**src/rtl/cpu_mem_arbiter.sv**
```systemverilog
// Round-robin arbiter that shares one SRAM-like memory port between the
// instruction-fetch side and the data side, with one transaction outstanding at a time.
module cpu_mem_arbiter #(
  parameter bit DATA_FIRST = 1'b1
) (
  input  logic        clk,
  input  logic        reset,
  input  logic        inst_req,
  input  logic [1:0]  inst_size,
  input  logic [31:0] inst_addr,
  output logic        inst_addr_ok,
  output logic        inst_data_ok,
  output logic [31:0] inst_rdata,
  input  logic        data_req,
  input  logic        data_wr,
  input  logic [1:0]  data_size,
  input  logic [3:0]  data_wstrb,
  input  logic [31:0] data_addr,
  input  logic [31:0] data_wdata,
  output logic        data_addr_ok,
  output logic        data_data_ok,
  output logic [31:0] data_rdata,
  output logic        mem_req,
  output logic        mem_wr,
  output logic [1:0]  mem_size,
  output logic [3:0]  mem_wstrb,
  output logic [31:0] mem_addr,
  output logic [31:0] mem_wdata,
  input  logic        mem_addr_ok,
  input  logic        mem_data_ok,
  input  logic [31:0] mem_rdata,
  output logic        busy
);

  typedef enum logic [1:0] {
    IDLE = 2'd0,
    REQ  = 2'd1,
    RESP = 2'd2
  } state_t;

  state_t      state_reg, state_next;
  logic        grant_reg, grant_next;
  logic        last_reg, last_next;
  logic        wr_reg, wr_next;
  logic [1:0]  size_reg, size_next;
  logic [3:0]  wstrb_reg, wstrb_next;
  logic [31:0] addr_reg, addr_next;
  logic [31:0] wdata_reg, wdata_next;

  logic        pick_data;
  logic        addr_hit;
  logic        data_hit;
  logic [1:0]  addr_ok_vec;
  logic [1:0]  data_ok_vec;

  always_ff @(posedge clk) begin
    if (reset) begin
      state_reg <= IDLE;
      grant_reg <= 1'b0;
      last_reg  <= !DATA_FIRST;
      wr_reg    <= 1'b0;
      size_reg  <= 2'd0;
      wstrb_reg <= 4'd0;
      addr_reg  <= 32'd0;
      wdata_reg <= 32'd0;
    end else begin
      state_reg <= state_next;
      grant_reg <= grant_next;
      last_reg  <= last_next;
      wr_reg    <= wr_next;
      size_reg  <= size_next;
      wstrb_reg <= wstrb_next;
      addr_reg  <= addr_next;
      wdata_reg <= wdata_next;
    end
  end

  always_comb begin
    state_next = state_reg;
    grant_next = grant_reg;
    last_next  = last_reg;
    wr_next    = wr_reg;
    size_next  = size_reg;
    wstrb_next = wstrb_reg;
    addr_next  = addr_reg;
    wdata_next = wdata_reg;
    mem_req    = 1'b0;
    addr_hit   = 1'b0;
    data_hit   = 1'b0;
    // On a tie the side that did not win last time goes first.
    pick_data  = data_req && (!inst_req || !last_reg);
    case (state_reg)
      IDLE: begin
        if (inst_req || data_req) begin
          state_next = REQ;
          grant_next = pick_data;
          if (pick_data) begin
            wr_next    = data_wr;
            size_next  = data_size;
            wstrb_next = data_wstrb;
            addr_next  = data_addr;
            wdata_next = data_wdata;
          end else begin
            wr_next    = 1'b0;
            size_next  = inst_size;
            wstrb_next = 4'd0;
            addr_next  = inst_addr;
            wdata_next = 32'd0;
          end
        end
      end
      REQ: begin
        mem_req = 1'b1;
        if (mem_addr_ok) begin
          addr_hit   = 1'b1;
          last_next  = grant_reg;
          state_next = RESP;
        end
      end
      RESP: begin
        if (mem_data_ok) begin
          data_hit   = 1'b1;
          state_next = IDLE;
        end
      end
      default: state_next = IDLE;
    endcase
  end

  // Index 0 is the inst side, index 1 the data side, matching the grant encoding.
  generate
    for (genvar gi = 0; gi < 2; gi++) begin : g_route
      assign addr_ok_vec[gi] = addr_hit && (grant_reg == 1'(gi));
      assign data_ok_vec[gi] = data_hit && (grant_reg == 1'(gi));
    end
  endgenerate

  assign inst_addr_ok = addr_ok_vec[0];
  assign data_addr_ok = addr_ok_vec[1];
  assign inst_data_ok = data_ok_vec[0];
  assign data_data_ok = data_ok_vec[1];
  assign inst_rdata   = mem_rdata;
  assign data_rdata   = mem_rdata;

  assign mem_wr    = wr_reg;
  assign mem_size  = size_reg;
  assign mem_wstrb = wstrb_reg;
  assign mem_addr  = addr_reg;
  assign mem_wdata = wdata_reg;
  assign busy      = (state_reg != IDLE);

endmodule

```
**config.mk**
```make
export PLATFORM = sky130hd
export DESIGN_NAME = cpu_mem_arbiter
export DESIGN_NICKNAME = d
export VERILOG_FILES = /design/src/rtl/cpu_mem_arbiter.sv
export SDC_FILE = /design/constraint.sdc
export NUM_CORES = 1
export LEC_CHECK = 0
export CAP_MARGIN = 20
export CORE_AREA = 2 2 111 113
export CTS_CLUSTER_SIZE = 14
export DETAILED_ROUTE_END_ITERATION = 7
export DIE_AREA = 0 0 113 115
export HOLD_SLACK_MARGIN = 0.05
export PLACE_DENSITY = 0.75
export SYNTH_ARGS = -nofsm -noshare
export SYNTH_HDL_FRONTEND = slang
export SYNTH_SLANG_ARGS = --single-unit
```
**constraint.sdc**
```tcl
create_clock -name clk -period 1.9 [get_ports clk]
set_input_delay 0.38 -clock clk [delete_from_list [all_inputs] [get_ports clk]]
set_output_delay 0.38 -clock clk [all_outputs]
set_load 0.02 [all_outputs]
```
==> flow_summary.toml <==
[drt]
avgRoutedWirePerCell_um = 16.46
wl_um = 10500
dr.pass1.iters = 6
num_vias = 3166
via_per_inst = 4.962
drtIter0Drc = 196
ant_nets = 0
remaining_drc_errors = 21

[sta]
hold_ws_ns = 0.4694
finClkSkew_ns = 0.007143
tightestPinTransition_ns = 0.8937
setup_ws_ns = 0.1082
hold_viol = 0
rsz0062_at_grt = "false"
fin_crit_sh_pct = 94.30
setup_viol = 0
relSlewSlack_pct = 40.28
layout_min_cycle_time_ns = 1.792
maxSlewViolCount = 0
fmax_mhz = 558.1

[cells_and_area]
design_area_um2 = 5240
final_layout_size_suffix_gt1_share_pct = 7.536
seq_area_um2 = 1504
antenna_cells = 0
nNetsFinal = 629
final_cells = 638
utilization_pct = 44.36
syn2layout_area_growth_pct = 55.63
layout_common_cells = "180 x clkdlybuf4s50_1, 73 x dfxtp_1, 72 x nand2_1"
final_common_cell = "clkdlybuf4s50_1"
multi_input_area_um2 = 1237
fillers = 1145

[setup_path]
cp_max_fo = 3
crit_path_end_kind = "output pin"
cp_cell_sequence = "clkdlybuf4s50_1 > nand3b_1 > nor2_1 > dlygate4sd2_1"
crit_path_start = "mem_addr_ok"
crit_type = "in2out"
crit_arrival_ns = 1.41
reg2reg_from = "state_reg[1]"
slowest_stage = "clkdlybuf4s50_1"
startpoint_type = "input pin"
crit_path_max_incr_delay_ns = 0.50
required_ns = 1.52

[synthesis]
synth.area.top_cells = "dfxtp_1 45%, buf_4 15%, a22o_1 9.6%"
syn_nets = 511
yosysWarnings = 0
synth.avg_cell_area_um2 = 9.149
synth_cells = 368
ys_types = 22
synth.top_cell.area_share_pct = 44.59
yosys.area.top_type = "dfxtp_1"
synth-seq-cells = 75
ys_seq_area_share_pct = 44.59
syn_area_um2 = 3367

[cts]
path_clk_slew_ns = 0.06
cts_setup_buffers = 0
clock_path_buffers = 2
clock_sinks = 75
clk_latency_ns = 0.33
cts.htree.levels = 3
ctsRootBufferMaster = "clkbuf_16"
tritoncts = "done"
cts_made_buffers = 9
ctsHoldBuffers = 0

[placement]
placedCellCount = 622
port_buffers = 187
dp_slack_ns = -0.1742
gp_congestion = 0.8283
placed_cell_area_um2 = 4970
hpwl_um = 7675

[die]
io_pins = 284
start_util_pct = 28.51
die_w_um = 113
die_h_um = 115
rows = 40
core_area_um2 = 11810
die-area_um2 = 13000

[run_status]
violations = "DRC"
status = "finished, violations left"

[grt]
grt_pass1_wl_um = 15840
grt.overflow.total = 0
grt_max_degree = 38
grt_antenna_before_repair = 0
track_usage_pct = 15.55
grt_pass1_vias = 3146

[worst_hold_path]
hp-class = "reg2reg"
min_from = "mem_wdata[4]"

[pwr]
peakVddDrop_v = 0.0004747
powerDensity_nw_per_um2 = 864.2
p_leak_uw = 0.002010

[run]
drv_cap = 0
## synthesized netlist by cell type, drive strengths merged
library cell,number
buf,88
dfxtp,75
nand2,72
a21oi,39
a22o,37
a311oi,34
nor2,5
clkbuf,4
inv,2
nand2b,2
nor2b,2
a21bo,1
a21boi,1
and3,1
nand3,1
nand3b,1
nor3,1
o21ai,1
or2,1
## metal layers
| metal | vias to the layer above | GRT usage (%) | routed length (um) |
|---|---|---|---|
| li1 | 1490 | - | - |
| met1 | 1485 | 17.09 | 3948 |
| met2 | 162 | 27.11 | 5189 |
| met3 | 29 | 4.586 | 1066 |
| met4 | 0 | 8.455 | 299 |
| met5 | - | 0 | 0 |
## metrics by stage
stage / setup TNS, ns / power (uW)
4_1_cts: 0 / 4590
6_report: 0 / 4528
5_1_grt: 0 / 4751
3_5_place_dp: -5.579 / 3015
3_3_place_gp: -3.677 / 2991
2_1_floorplan: 0 / 2559
## logic make-up (layout without fill, tap and decap cells)
kind of cell,Yosys count,in the layout,share of synthesized area (%)
flops,75,75,44.59
simple gates,86,86,10.55
buf+inv,94,217,19.47
compound gates,113,113,25.38
## layout make-up
cell class	instances	share of cell area, %
timing repair buffer	199	38.83
sequential	75	28.70
multi-input combinational	199	23.62
clock buffer	12	4.704
tap	147	3.510
clock inverter	4	0.5014
inverter	2	0.1433
## final timing paths
check                       to  slack [ns]  cells after the start
setup reg to reg  mem_addr[22]        0.20                      4
setup / recovery  inst_addr_ok        0.11                      4
hold / removal    mem_wdata[4]        0.47                      1
hold reg to reg   mem_wdata[4]        0.47                      1
## where the power goes
part	switching (uW)	internal (uW)
Combinational	551	616
Sequential	83.3	1720
Clock	638	918
## what timing repair did
item,in CTS,in global routing
pin swaps,0,0
setup endpoints to repair,6,3
resized for setup,9,4
## critical path: cells and delay by family
kind	cells	cell delay, ns
buffers and inverters	2	0.83
and+or+nand+nor	2	0.20
No activity file was read; power rests on OpenSTA's default activity.
